`config.mk`:
```
export PLATFORM = sky130hd
export DESIGN_NAME = timer_compare_unit
export DESIGN_NICKNAME = d
export VERILOG_FILES = /design/src/rtl/timer_compare_unit.sv
export SDC_FILE = /design/constraint.sdc
export NUM_CORES = 1
export LEC_CHECK = 0
export ABC_AREA = 1
export BUFFER_PORTS_ARGS = -buffer_cell sky130_fd_sc_hd__buf_2
export CAP_MARGIN = 20
export CELL_PAD_IN_SITES_DETAIL_PLACEMENT = 2
export CELL_PAD_IN_SITES_GLOBAL_PLACEMENT = 2
export CORE_AREA = 2 2 136 151
export CTS_CLUSTER_SIZE = 8
export DETAILED_ROUTE_END_ITERATION = 10
export DIE_AREA = 0 0 138 153
export PLACE_DENSITY_LB_ADDON = 0.1
export SLEW_MARGIN = 20
export SYNTH_ARGS = -nofsm -noshare
export SYNTH_HDL_FRONTEND = slang
export SYNTH_SLANG_ARGS = --single-unit
```
`constraint.sdc`:
```
create_clock -name clk -period 2.32 [get_ports clk]
set_input_delay 0.232 -clock clk [delete_from_list [all_inputs] [get_ports clk]]
set_output_delay 0.232 -clock clk [all_outputs]
set_load 0.005 [all_outputs]
```
`src/rtl/timer_compare_unit.sv`:
```
// -----------------------------------------------------------------------------
// timer_compare_unit
//
// Prescaled up-counter with a compare register, periodic or one-shot mode and
// a sticky pending flag that drives a level interrupt.
//
// Register map (addr):
//   0 CTRL   {ie[2], periodic[1], run[0]}   run reads 1 only while running
//   1 PRESC  [PRE_W-1:0]                     tick every PRESC+1 enabled cycles
//   2 CMP    [WIDTH-1:0]                     match value
//   3 COUNT  [WIDTH-1:0]                     current count
//   4 STATUS {pend[0]}                       write 1 to clear
//   5-7      read 0, writes ignored
//
// Ports:
//   clk      single clock, all state updates on the rising edge
//   rst      synchronous active-high reset
//   en       global count enable; prescaler and counter hold while low
//   wr_en    register write strobe
//   addr     register select for read and write
//   wr_data  write data
//   rd_data  combinational read of the register selected by addr
//   irq      level interrupt, pend AND ie
//   state    current FSM state (0 IDLE, 1 RUN, 2 DONE) for debug/observation
//
// Handshake: there is none beyond the strobe; a write with wr_en=1 takes
// effect at the next rising edge, and rd_data reflects addr in the same cycle.
// -----------------------------------------------------------------------------
module timer_compare_unit #(
    parameter int WIDTH = 32,
    parameter int PRE_W = 8
) (
    input  logic             clk,
    input  logic             rst,
    input  logic             en,
    input  logic             wr_en,
    input  logic [2:0]       addr,
    input  logic [WIDTH-1:0] wr_data,
    output logic [WIDTH-1:0] rd_data,
    output logic             irq,
    output logic [1:0]       state
);

    typedef enum logic [1:0] {
        ST_IDLE = 2'd0,
        ST_RUN  = 2'd1,
        ST_DONE = 2'd2
    } state_t;

    state_t             state_q, state_d;
    logic               ie_q;
    logic               periodic_q;
    logic [PRE_W-1:0]   presc_q;
    logic [WIDTH-1:0]   cmp_q;
    logic [WIDTH-1:0]   count_q;
    logic               pend_q;
    logic [PRE_W-1:0]   pcnt_q;

    logic               wr_ctrl, wr_presc, wr_cmp, wr_count, wr_status;
    logic               running, tick, match;

    assign wr_ctrl   = wr_en && (addr == 3'd0);
    assign wr_presc  = wr_en && (addr == 3'd1);
    assign wr_cmp    = wr_en && (addr == 3'd2);
    assign wr_count  = wr_en && (addr == 3'd3);
    assign wr_status = wr_en && (addr == 3'd4);

    assign running = (state_q == ST_RUN);
    // '>=' rather than '==' so that lowering PRESC below the live prescaler
    // value ticks on the next enabled cycle instead of waiting for a wrap.
    assign tick    = running && en && (pcnt_q >= presc_q);
    assign match   = tick && (count_q == cmp_q);

    // FSM next-state: a CTRL write always decides the state; otherwise a
    // one-shot match retires the timer into DONE.
    always_comb begin
        state_d = state_q;
        if (wr_ctrl) begin
            state_d = wr_data[0] ? ST_RUN : ST_IDLE;
        end else if (match && !periodic_q) begin
            state_d = ST_DONE;
        end
    end

    always_ff @(posedge clk) begin
        if (rst) begin
            state_q <= ST_IDLE;
        end else begin
            state_q <= state_d;
        end
    end

    // Configuration registers.
    always_ff @(posedge clk) begin
        if (rst) begin
            ie_q       <= 1'b0;
            periodic_q <= 1'b0;
            presc_q    <= '0;
            cmp_q      <= '1;
        end else begin
            if (wr_ctrl) begin
                ie_q       <= wr_data[2];
                periodic_q <= wr_data[1];
            end
            if (wr_presc) begin
                presc_q <= wr_data[PRE_W-1:0];
            end
            if (wr_cmp) begin
                cmp_q <= wr_data;
            end
        end
    end

    // Prescaler: cleared on any CTRL or COUNT write so a (re)started count
    // always begins a full prescale period; frozen when not running or en=0.
    always_ff @(posedge clk) begin
        if (rst) begin
            pcnt_q <= '0;
        end else if (wr_ctrl || wr_count) begin
            pcnt_q <= '0;
        end else if (running && en) begin
            pcnt_q <= tick ? '0 : pcnt_q + PRE_W'(1);
        end
    end

    // Counter: a software write beats the tick-driven update.
    always_ff @(posedge clk) begin
        if (rst) begin
            count_q <= '0;
        end else if (wr_count) begin
            count_q <= wr_data;
        end else if (tick) begin
            if (match) begin
                count_q <= periodic_q ? '0 : count_q;
            end else begin
                count_q <= count_q + WIDTH'(1);
            end
        end
    end

    // Pending flag: a match wins over a simultaneous write-1-to-clear.
    always_ff @(posedge clk) begin
        if (rst) begin
            pend_q <= 1'b0;
        end else if (match) begin
            pend_q <= 1'b1;
        end else if (wr_status && wr_data[0]) begin
            pend_q <= 1'b0;
        end
    end

    always_comb begin
        rd_data = '0;
        case (addr)
            3'd0:    rd_data[2:0]       = {ie_q, periodic_q, running};
            3'd1:    rd_data[PRE_W-1:0] = presc_q;
            3'd2:    rd_data            = cmp_q;
            3'd3:    rd_data            = count_q;
            3'd4:    rd_data[0]         = pend_q;
            default: rd_data            = '0;
        endcase
    end

    assign irq   = pend_q && ie_q;
    assign state = state_q;

endmodule

```
**Word level (Yosys, flattened, before mapping)**

Index checks and enable logic that the tools add are counted.

- Bits in registers: 85
- Input port bits: 39
- Output and inout port bits: 35
- Word-level logic and storage cells: 51

- $add $sub $neg: 2
- $lt $le $gt $ge: 1
- Eq/ne operators: 7
- Multiplexer cells: 14
- Reduce and logical (&&, ||, !) cells: 19

Operator list:

| cell | number |
|---|---|
| 32-bit two-way mux | 4 |
| 24-bit one-hot mux with 2 select lines | 1 |
| 32-bit by 1-bit adder with 32-bit output, second input constant | 1 |
| 32-bit equality test | 1 |
| 5-bit one-hot mux with 3 select lines | 1 |
| 1-bit logical AND | 11 |
| 8-bit by 1-bit adder with 8-bit output, second input constant | 1 |
| 8-bit >= comparator | 1 |
| 8-bit two-way mux | 1 |
| 2-bit one-hot mux with 4 select lines | 1 |
| 3-bit by 2-bit equality test with 1-bit output, second input constant | 2 |
| 2-bit nonzero test | 3 |
| 1-bit one-hot mux with 5 select lines | 1 |
| 2-bit two-way mux | 2 |
| 3-bit by 1-bit equality test with 1-bit output, second input constant | 1 |
| 3-bit equality test, second input constant | 1 |
| 3-bit logical NOT | 1 |
| 1-bit two-way mux | 3 |
| 3-bit inequality test, second input constant | 1 |
| 2-bit by 1-bit equality test with 1-bit output, second input constant | 1 |
| 2-bit AND reduction | 1 |
| 2-bit OR reduction | 1 |
| 1-bit logical NOT | 1 |
| 1-bit logical OR | 1 |

**Longest topological paths before layout**

Gate-level depths: netlist of the first run.

- Depth after elaboration: 7
- Depth in mapped cells: 16
- Depth with buffers taken out: 15

**Worst setup path before layout of the first run**

Ideal clock, no wire load.

- Kind: flip-flop to flip-flop
- Start point: register pcnt_q[0]
- End point: register count_q[4]
- Setup time: 0.111 ns
- Data arrival time: 1.874 ns
- Data required time: 2.209 ns
- Setup slack: 0.335 ns
- Stages on the path, launching flop included: 16
- Period minus slack after synthesis: 1.985 ns
- Path through: dfxtp_1 inv_1 ha_1 nand2_1 nor2_1 nor2_1 nand2_1 nand2_1 a21oi_4 inv_1 nand2_1 nand2_4 buf_8 buf_12 nor2_2 nor2_2

- Word-level cells in the longest chain between the ends: 6
- Elaborated cells on any way between the ends: 9
- Classes of those cells: 1 x order compare; 1 x eq/ne; 3 x mux; 4 x reduce/logical

Ends and longest elaborated chain:

| item | line | text |
|---|---|---|
| start, declared | 57 | `logic [PRE_W-1:0] pcnt_q;` |
| start signal, assigned | 122 | `pcnt_q <= tick ? '0 : pcnt_q + PRE_W'(1);` |
| 8-bit >= comparator * | 71 | `assign tick = running && en && (pcnt_q >= presc_q);` |
| 1-bit logical AND * | 71 |  |
| 1-bit logical AND | 72 | `assign match = tick && (count_q == cmp_q);` |
| 32-bit two-way mux | 133 | `if (match) begin` |
| 32-bit two-way mux | 132 | `end else if (tick) begin` |
| 32-bit two-way mux | 130 | `end else if (wr_count) begin` |
| end signal, assigned | 131 | `count_q <= wr_data;` |
| end signal, assigned | 134 | `count_q <= periodic_q ? '0 : count_q;` |
| end signal, assigned | 136 | `count_q <= count_q + WIDTH'(1);` |
| end, declared | 55 | `logic [WIDTH-1:0] count_q;` |

Every way passes the cells marked *; elsewhere a longest branch is shown, timed or not. The select of a mux whose other input is x is not followed.
A chain may end at the register's enable or synchronous reset.

**Final worst setup path of the first run**

- Start point: register presc_q[7]
- End point: register count_q[31]

- Word-level cells in the longest chain between the ends: 6
- Elaborated cells on any way between the ends: 9
- Classes of those cells: 1 x order compare; 1 x eq/ne; 3 x mux; 4 x reduce/logical

Ends and longest elaborated chain:

| item | line | text |
|---|---|---|
| start, declared | 53 | `logic [PRE_W-1:0] presc_q;` |
| start signal, assigned | 106 | `presc_q <= wr_data[PRE_W-1:0];` |
| 8-bit >= comparator * | 71 |  |
| 1-bit logical AND * | 71 |  |
| 1-bit logical AND | 72 |  |
| 32-bit two-way mux | 133 |  |
| 32-bit two-way mux | 132 |  |
| 32-bit two-way mux | 130 |  |

Marks and branches as above.

==> results of run 1 <==
-- cell usage after synthesis (5+ instances only) --
library cell	instances
nor2_1	120
ha_1	10
nand4_1	9
nand3_1	53
inv_1	112
nand2_1	378
o211ai_1	29
o22ai_1	23
o21ai_0	16
clkbuf_1	24
a21oi_1	18
nor3_1	16
xor2_1	23
dfxtp_1	85
nor3b_1	6
nor2_2	22
inv_2	28
o221ai_1	5
-- cell families after synthesis --
kind of cell               count (synthesis)  share of synthesized area [%]
xor gates and xnor gates                  27                          3.971
adders and majority gates                 10                          2.101
DFF                                       85                          28.58
and+or+nand+nor                          611                          42.51
buffers and inverters                    178                          12.06
AOI/OAI and AO/OA                         98                          10.78
-- registers in the layout, indices dropped and copies added (netlist names) --
name,cells
presc_q,8
cmp_q,32
pcnt_q,8
pend_q,1
periodic_q,1
state,2
count_q,32
ie_q,1
-- final timing paths --
kind                      startpoint                        to  slack, ns  cells after the start
min                              rst       pend_q$_SDFFE_PP0P_       0.09                      2
max reg2reg  presc_q[7]$_SDFFE_PP0P_  count_q[31]$_SDFFE_PP0P_       0.10                     13
min reg2reg        ie_q$_SDFFE_PP0P_         ie_q$_SDFFE_PP0P_       0.48                      2
max          presc_q[7]$_SDFFE_PP0P_  count_q[31]$_SDFFE_PP0P_       0.10                     13
-- where the power goes --
part	total (W)	switching [W]	internal (W)
sequential	0.00158	0.0000622	0.00151
combinational	0.000590	0.000373	0.000217
clock	0.00169	0.000709	0.000980
total	0.00386	0.00114	0.00271
-- timing repair --
action,CTS,global route
endpoints found under the setup margin,0,32
gates resized for setup,0,8
buffers inserted,0,2
-- through the flow --
step | setup TNS, ns | hold WS (ns) | area, um2 | worst slack (ns)
global route | -0.08667 | 0.1012 | 7217 | -0.04017
floorplan | 0 | 0.3011 | 5954 | 0.3347
finish | 0 | 0.08613 | 7217 | 0.1035
global placement | 0 | 0.4616 | 6725 | 0.09880
detailed placement | 0 | 0.4649 | 6725 | 0.04426
CTS | 0 | 0.07963 | 7051 | 0.01145
-- critical path, delay by kind of cell, from the launching register on --
family,cells,cell delay (ns)
simple gates,8,0.81
buf+inv,3,0.42
fa+ha+maj,1,0.32
flops,1,0.31
compound gates,1,0.24
-- cell type report --
cell class	instances	area, um2
fillers	2494	12380
repair buffers	110	767.0
well taps	252	315.3
inverters	140	525.5
clock buffers	11	242.7
clock inverters	5	82.58
multi-input cells	746	3581
flip-flops and latches	85	1703
-- layer usage --
metal | track usage (%) | vias up | part of all wire, %
li1 | - | 3322 | -
met4 | 6.414 | 0 | 1.6
met1 | 26.65 | 3328 | 43
met2 | 42.20 | 75 | 54
met3 | 2.068 | 32 | 2.1
met5 | 0 | - | 0
==> results.md, run 1 <==
- Status: complete, no violations
- Leak: 3.727 nW
- Total GRT Usage: 22.30%
- Num ports: 74
- Row count: 54
- Most common cell after layout, fill and taps aside: nand2_1
- Post-synthesis sequential area ratio: 28.58%
- Non-filler cells, final: 1349
- Synth top area cells: dfxtp_1 (29%), nand2_1 (24%), nor2_1 (7.6%), inv_1 (7.1%), nand3_1 (4.5%)
- Post-Syn Area per Cell: 5.901 um2
- Ys flop type: dfxtp_1
- GR Overflow Total: 0
- Crit end category: register
- Largest net degree at the start of global routing: 70
- DR WL/cell: 18.04 um
- Yosys reg bits: 85
- Most frequent cells in the layout: nand2_1 (377), nor2_1 (118), inv_1 (109), dfxtp_1 (84), buf_2 (73)
- Normalized max-slew margin: 57.78%
- Tcrit/Tclk final: 95.54%
- Crit path required time: 2.57 ns
- Design Power: 0.003855 W
- CP most frequent cell: nand2_1
- Drt drc: 0
- Worst IR Drop VDD: 0.0003471 V
- Max Clock Freq: 0.4512 GHz
- Initial Util: 30.39%
- Final Skew: 0.008883 ns
- Port bufs: 73
- Post-Syn Instances: 1009
- Die W: 138 um
- CTS tree: built
- Hold_buf cts: 0
- Worst-path clk slew: 0.07 ns
- Mapped Area: 5954 um2
- Detailed placement HPWL: 17.85 mm
- Cell Chain, Critical Path: inv_1 -> ha_1 -> nand2_1 -> nor2_1 -> nand2_1 -> a21oi_4 -> buf_4 -> nand3_4 -> nand2_8 -> clkbuf_16 -> nand2_1 -> nand2_1 -> nor2_1
- First-pass GRT wire length: 37.85 mm
- Worst Max-Slew Pin Slew: 0.6323 ns
- Share of the synthesized area in the top cell type: 28.58%
- Yosys warning count: 0
- Critical Path Source Type: register
- Inserted Diodes: 0
- Max-Cap Viols: 0
- H-tree depth: 3
- Num CTS Buffers: 9
- Die Span Y: 153 um
- Post-layout nets: 1141
- Post-synth net total: 1058
- HP Class: input port to register
- WP data arrival: 2.47 ns
- Post-synth EDFFs: 0
- ANT nets after route: 0
- Layout cells sized above 1: 17.32%
- Fin crit period: 2.216 ns
- Cell variety after synth: 35
- Full die area: 21110 um2
- Fin. max-slew vios: 0
- Initial antenna violation count: 0
- RD Place Congestion: 0.7963
- Root Driver: clkbuf_16
- Async SR Flop Fraction: 0%
- Power density cells: 534.2 nW/um2
- Clk sinks: 85
- Hold Fails Final Rpt: 0
- Vias in the first global route: 7123
- Post-synth top area cell: dfxtp_1
- Iter 0 DRT Violations: 222
- CP Class: register to register
- Fin util: 36.83%
- Max Root-Sink Buffers: 2
- Area grow syn2layout: 21.20%
- Vias: 6757
- Clock latency on the worst-skew pair: 0.36 ns
- Placed Cells incl. Taps: 1326
- Core Footprint: 19590 um2
- Drt total wl: 24.34 mm
- Average via count per standard cell: 5.009
- Slowest-stage cell, CP: ha_1
- Worst Path Max Fanout: 7
- Largest stage delay on the critical path: 0.32 ns
- Final Setup Violations: 0
- TritonRoute pass-1 iters: 4
(Power assumes the default switching activity.)
==> run 2, diff against run 1 <==
CORE_AREA = 2 2 134 149   (was 2 2 136 151)
CTS_BUF_LIST = sky130_fd_sc_hd__clkbuf_8   (was not set)
DIE_AREA = 0 0 136 151   (was 0 0 138 153)
==> run 2 against run 1 <==
Clock-buffer cell count stayed put. Routed wire length is 0.39% lower. Final cell count decreased by 0.96%. Critical path depth up 2. Clock skew grew 0.0057 ns. Hold slack lost 0.039 ns. Maximum frequency up 0.36%. Total power fell by 13%. Core utilization increased by 0.29 points. First-iteration DRC count rose by 0.90%. Critical path type unchanged.
==> results.md, run 2 (synthesis results as in run 1) <==
- Status: complete, no violations
- Leak: 3.630 nW (-2.6%)
- H-tree depth: 3 (unchanged)
- Setup WS post-layout: 0.1115 ns (+0.007966 ns)
- Design Power: 0.003360 W (-13%)
- Cell family with most CP delay: simple AND/OR/NAND/NOR gates
- Root Driver: clkbuf_8
- Die Span Y: 151 um (-1.3%)
- Clock latency on the worst-skew pair: 0.40 ns (+0.04 ns)
- Crit end category: register
- Num CTS Buffers: 9 (unchanged)
- Top Registers: cmp_q: 32 flops, count_q: 32 flops
- Fin crit period: 2.209 ns (-0.007966 ns)
- Worst IR Drop VDD: 0.0002323 V (-33%)
- Post-place setup slack: 0.1288 ns (+0.08452 ns)
- Tcrit/Tclk final: 95.19% (-0.34 points)
- Worst-path clk slew: 0.10 ns (+0.03 ns)
- Final Skew: 0.01454 ns (+0.005655 ns)
- Vias in the first global route: 7041 (-1.2%)
- Drt total wl: 24.25 mm (-0.39%)
- Most frequent cells in the layout: nand2_1 (377), nor2_1 (118), inv_1 (109), dfxtp_1 (84), buf_2 (73)
- Largest net degree at the start of global routing: 75 (+7.1%)
- HP Class: input port to register
- CP most frequent cell: nand2_1
- Initial Util: 31.40% (+1.0 points)
- Fill count: 2484 (-0.40%)
- Hold_buf cts: 0 (unchanged)
- ANT nets after route: 0 (unchanged)
- CTS tree: built
- Crit path buf inv count: 3 (unchanged)
- Initial antenna violation count: 0 (unchanged)
- Crit path required time: 2.62 ns (+0.05 ns)
- Worst Max-Slew Pin Slew: 0.4684 ns (-0.1639 ns)
- DR WL/cell: 18.15 um (+0.58%)
- Slowest-stage cell, CP: dfxtp_2
- CP Class: register to register
- WP data arrival: 2.51 ns (+0.04 ns)
- Non-filler cells, final: 1336 (-0.96%)
- Most common cell after layout, fill and taps aside: nand2_1
- Hold Fails Final Rpt: 0 (unchanged)
- Total GRT Usage: 23.48% (+1.2 points)
- Clk sinks: 85 (unchanged)
- Inserted Diodes: 0 (unchanged)
- Largest stage delay on the critical path: 0.37 ns (+0.05 ns)
- FF-to-FF setup slack: 0.11 ns (about the same)
- First-pass GRT wire length: 37.20 mm (-1.7%)
- Core Footprint: 18970 um2 (-3.2%)
- Placed Cells incl. Taps: 1313 (-0.98%)
- Row count: 53 (-1.9%)
- Post-layout nets: 1133 (-0.70%)
- Critical Path Source Type: register
- Max-Cap Viols: 0 (unchanged)
- Port bufs: 73 (unchanged)
- RD Place Congestion: 0.7969 (about the same)
- Vias: 6704 (-0.78%)
- Area grow syn2layout: 18.24%
- Power density cells: 477.2 nW/um2 (-11%)
- Die W: 136 um (-1.4%)
- Max Root-Sink Buffers: 2 (unchanged)
- Max Clock Freq: 0.4528 GHz (+0.36%)
- Iter 0 DRT Violations: 224 (+0.90%)
- Worst Path Max Fanout: 8 (+1)
- Cell Chain, Critical Path: inv_1 -> ha_1 -> nand2_1 -> nor2_1 -> nor2_1 -> nand2_1 -> nand2_1 -> a21oi_4 -> buf_6 -> nand3_4 -> nand2_8 -> clkbuf_16 -> nand2_1 -> nand2_1 -> nor2_2
- Fin. max-slew vios: 0 (unchanged)
- Drt drc: 0 (unchanged)
- TritonRoute pass-1 iters: 4 (unchanged)
- GR Overflow Total: 0 (unchanged)
- Full die area: 20540 um2 (-2.7%)
- Layout cells sized above 1: 16.80% (-0.52 points)
- Detailed placement HPWL: 17.41 mm (-2.4%)
- Average via count per standard cell: 5.018 (+0.18%)
- Normalized max-slew margin: 68.77% (+11 points)
- Num ports: 74 (unchanged)
- Final Setup Violations: 0 (unchanged)
-- run 2: area by class of cell --
type,count,area (um2),share of cell area (%)
clock inverter,5,58.81,0.8353
timing repair buffer,102,714.4,10.15
inverter,140,525.5,7.464
clock buffer,11,151.4,2.150
multi-input combinational,746,3578,50.83
tap,247,309.0,4.390
sequential,85,1703,24.19
-- run 2: worst reg2reg max path: stages, from the launching register on --
cell	delay [ns]
dfxtp_2	0.37
inv_1	0.07
ha_1	0.28
nand2_1	0.06
nor2_1	0.10
nor2_1	0.05
nand2_1	0.05
nand2_1	0.08
a21oi_4	0.26
buf_6	0.15
nand3_4	0.11
nand2_8	0.17
clkbuf_16	0.19
nand2_1	0.06
nand2_1	0.07
nor2_2	0.04
-- run 2: stage by stage --
stage	setup TNS [ns]	hold slack (ns)	instance area (um2)	utilization, %
finish	0	0.04735	7041	37.12
global route	-0.3099	0.04576	7041	37.12
CTS	0	0.02639	6869	36.22
detailed placement	0	0.4601	6659	35.11
global placement	0	0.4608	6659	35.11
floorplan	0	0.3011	5954	-
-- run 2: what timing repair did --
item	CTS	global route
resized for setup	0	11
endpoints found under the setup margin	0	32
buffers inserted	0	2
-- run 2: where the power goes --
| group | switching (W) | internal [W] |
|---|---|---|
| combinational | 0.000370 | 0.000211 |
| clock | 0.000642 | 0.000557 |
| sequential | 0.0000649 | 0.00151 |
-- run 2: worst paths after layout --
path                                             start                        to  depth (start not counted)
worst max register to register  pcnt_q[0]$_SDFFE_PP0P_  count_q[25]$_SDFFE_PP0P_                         15
worst max-delay path            pcnt_q[0]$_SDFFE_PP0P_  count_q[25]$_SDFFE_PP0P_                         15
worst min-delay path                               rst       pend_q$_SDFFE_PP0P_                          2
worst min register to register  pcnt_q[0]$_SDFFE_PP0P_    pcnt_q[0]$_SDFFE_PP0P_                          2
-- run 2: layer usage --
layer  global-route usage (%)  up-vias  share of wire [%]  wire (um)
li1                         -     3306                  -          -
met1                    27.42     3267                 42      10260
met2                    44.57       98                 53      12810
met3                    2.075       33                2.4        594
met4                    7.865        0                2.4        582
met5                        0        -                  0          0
==> run 3, diff against run 2 <==
clock period = 2.17 ns   (was 2.32 ns; I/O delays follow)
==> run 3 against run 2 <==
Clock-buffer cell count shrank 1. Final area grew 4.6%. Clock power is essentially flat. Sequential power grew 7%. Setup slack gained 0.0037 ns. Global-route usage shrank 0.074 points. Sequential share of layout area shrank 0.80 points. Critical endpoint is now count_q[14]$_SDFFE_PP0P_. Largest cell class unchanged. Highest routed layer unchanged.
==> results.md, run 3 (synthesis results as in run 1) <==
- Area used by multi-input combinational logic: 3666 um2 (+2.4%)
- Hold Fails Final Rpt: 0 (unchanged)
- WP data arrival: 2.34 ns (-0.17 ns)
- Post-place setup slack: 0.005578 ns (-0.1232 ns)
- Largest net degree at the start of global routing: 67 (-11%)
- Cell Chain, Critical Path: inv_1 -> ha_1 -> nand2_1 -> nor2_1 -> nor2_1 -> nand2_1 -> nand2_2 -> a21oi_4 -> buf_6 -> inv_2 -> nand2_4 -> nand2_8 -> clkbuf_16 -> nor2_1 -> nor2_1
- Post-DP Area: 6897 um2 (+3.6%)
- Largest stage delay on the critical path: 0.34 ns (-0.03 ns)
- Port bufs: 73 (unchanged)
- Worst R2R End: count_q[14]$_SDFFE_PP0P_
- FF+latch area: 1723 um2 (+1.2%)
- Die Span Y: 151 um (unchanged)
- Initial antenna violation count: 0 (unchanged)
- Hold Startpoint: rst
- Setup WS post-layout: 0.1152 ns (+0.003729 ns)
- Vias: 6833 (+1.9%)
- CP endpoint: count_q[14]$_SDFFE_PP0P_
- Normalized max-slew margin: 67.66% (-1.1 points)
- Full die area: 20540 um2 (unchanged)
- Post-layout nets: 1163 (+2.6%)
- Drt total wl: 24.07 mm (-0.75%)
- CP most frequent cell: nor2_1
- Final Setup Violations: 0 (unchanged)
- Slowest-stage cell, CP: dfxtp_2
- Num ports: 74 (unchanged)
- Area grow syn2layout: 23.70%
- Max Root-Sink Buffers: 2 (unchanged)
- First-pass GRT wire length: 37.58 mm (+1.0%)
- Core Footprint: 18970 um2 (unchanged)
- R2R cell count: 15 (unchanged)
- Worst Path Max Fanout: 8 (unchanged)
- Most frequent cells in the layout: nand2_1 (371), nor2_1 (112), inv_1 (109), buf_2 (73), dfxtp_1 (68)
- FF-to-FF setup slack: 0.12 ns (about the same)
- Crit end category: register
- Status: complete, no violations
- Num CTS Buffers: 9 (unchanged)
- RR Startpoint: pcnt_q[0]$_SDFFE_PP0P_
- ANT nets after route: 0 (unchanged)
- Crit. path cell count: 15 (unchanged)
- Root Driver: clkbuf_8
- Worst Max-Slew Pin Slew: 0.4845 ns (+0.01612 ns)
- Fill count: 2421 (-2.5%)
- Max-Cap Viols: 0 (unchanged)
- HP Class: input port to register
- GR Overflow Total: 0 (unchanged)
- Fin. max-slew vios: 0 (unchanged)
- Cell family with most CP delay: simple AND/OR/NAND/NOR gates
- Die W: 136 um (unchanged)
- CTS tree: built
- Worst-path clk slew: 0.09 ns (about the same)
- DR WL/cell: 17.62 um (-2.9%)
- Average via count per standard cell: 5.002 (-0.31%)
- Clk pwr share: 34.2% (-1.5 points)
- Flop pwr share: 47.1% (about the same)
- Initial Util: 31.40% (unchanged)
- Clock latency on the worst-skew pair: 0.39 ns (about the same)
- Drt drc: 0 (unchanged)
- Leak: 3.789 nW (+4.4%)
- Power density cells: 485.5 nW/um2 (+1.8%)
- Vias in the first global route: 7270 (+3.3%)
- Hold_buf cts: 0 (unchanged)
- Final instance area: 7366 um2 (+4.6%)
- Iter 0 DRT Violations: 268 (+20%)
- H-tree depth: 3 (unchanged)
- Crit path buf inv count: 4 (+1)
- Final Skew: 0.01969 ns (+0.005154 ns)
- Crit path required time: 2.46 ns (-0.16 ns)
- Tcrit/Tclk final: 94.69% (-0.50 points)
- Row count: 53 (unchanged)
- CP startpoint: pcnt_q[0]$_SDFFE_PP0P_
- TritonRoute pass-1 iters: 4 (unchanged)
- Inserted Diodes: 0 (unchanged)
- Sw Ratio: 32.02% (-0.040 points)
- Net Sw Power: 0.001145 W (+6.3%)
- Worst IR Drop VDD: 0.0003179 V (+37%)
- RD Place Congestion: 0.8672 (+8.8%)
- Top Registers: cmp_q: 32 flops, count_q: 32 flops
- Layout cells sized above 1: 22.07% (+5.3 points)
- Most common cell after layout, fill and taps aside: nand2_1
- Logic pwr share: 18.6% (+1.3 points)
- P_int: 0.002431 W (+6.5%)
- Fin crit period: 2.055 ns (-0.1537 ns)
- Total GRT Usage: 23.41% (-0.074 points)
- Max Clock Freq: 0.4867 GHz (+7.5%)
- Detailed placement HPWL: 18.07 mm (+3.8%)
- CP Class: register to register
- Critical Path Source Type: register
- Clk sinks: 85 (unchanged)
[run 3: cell count changes in the layout (fill, tap and decap cells not counted), sizes merged]
cell,before,now
buf,98,128
inv,140,143
clkinv,2,0
clkbuf,15,14
[run 3: how the worst min path moves through the flow]
| stage | endpoint | slack, ns | cells past startpoint |
|---|---|---|---|
| 6_report | presc_q[0]$_SDFFE_PP0P_ | 0.05 | 2 |
| 5_1_grt | presc_q[0]$_SDFFE_PP0P_ | 0.06 | 2 |
| 4_1_cts | cmp_q[22]$_SDFFE_PP1P_ | 0.04 | 3 |
| 3_5_place_dp | pend_q$_SDFFE_PP0P_ | 0.45 | 2 |
| 3_3_place_gp | pend_q$_SDFFE_PP0P_ | 0.44 | 2 |
| 2_1_floorplan | pend_q$_SDFFE_PP0P_ | 0.29 | 1 |
[run 3: per-stage QoR]
stage / hold WS, ns / total power (W) / setup TNS (ns) / instances / utilization, %
floorplan: 0.2861 / 0.002083 / 0 / 1009 / -
global placement: 0.4443 / 0.002328 / 0 / 1343 / 36.36
detailed placement: 0.4488 / 0.002353 / 0 / 1343 / 36.36
CTS: 0.04172 / 0.003578 / 0 / 1359 / 37.43
global route: 0.05726 / 0.003772 / -0.04096 / 1366 / 38.84
finish: 0.05201 / 0.003576 / 0 / 1366 / 38.84
[run 3: power groups by stage]
stage	combinational (W)	clock, W	sequential (W)
after floorplan	0.000385	0	0.00170
after global placement	0.000612	0	0.00172
after detailed placement	0.000635	0	0.00172
after CTS	0.000642	0.00125	0.00168
after global routing	0.000756	0.00132	0.00170
final	0.000666	0.00122	0.00169
[run 3: final cells by class]
cell class / instances / share of cell area, %
Clock buffer: 10 / 1.869
Clock inverter: 6 / 0.7644
Tap cell: 247 / 4.196
Sequential cell: 85 / 23.39
Timing Repair Buffer: 132 / 12.88
Inverter: 140 / 7.134
Multi-Input combinational cell: 746 / 49.77
[run 3: worst register-to-register path, delay by kind of cell (launching register included)]
family,cells,cell delay (ns)
compound gates,1,0.19
fa+ha+maj,1,0.28
buf+inv,4,0.44
flops,1,0.34
simple gates,9,0.73
[run 3: layer usage]
layer	track usage, %	part of all wire, %	vias to the layer above
li1	-	-	3361
met1	26.75	43	3380
met4	6.250	1.4	0
met2	45.95	54	69
met3	2.041	1.5	23
met5	0	0	-
[run 3: timing repair]
action	CTS	global route
setup endpoints to repair	10	36
cloned	0	5
pin swaps	0	13
resized for setup	3	45
setup buffers	0	2
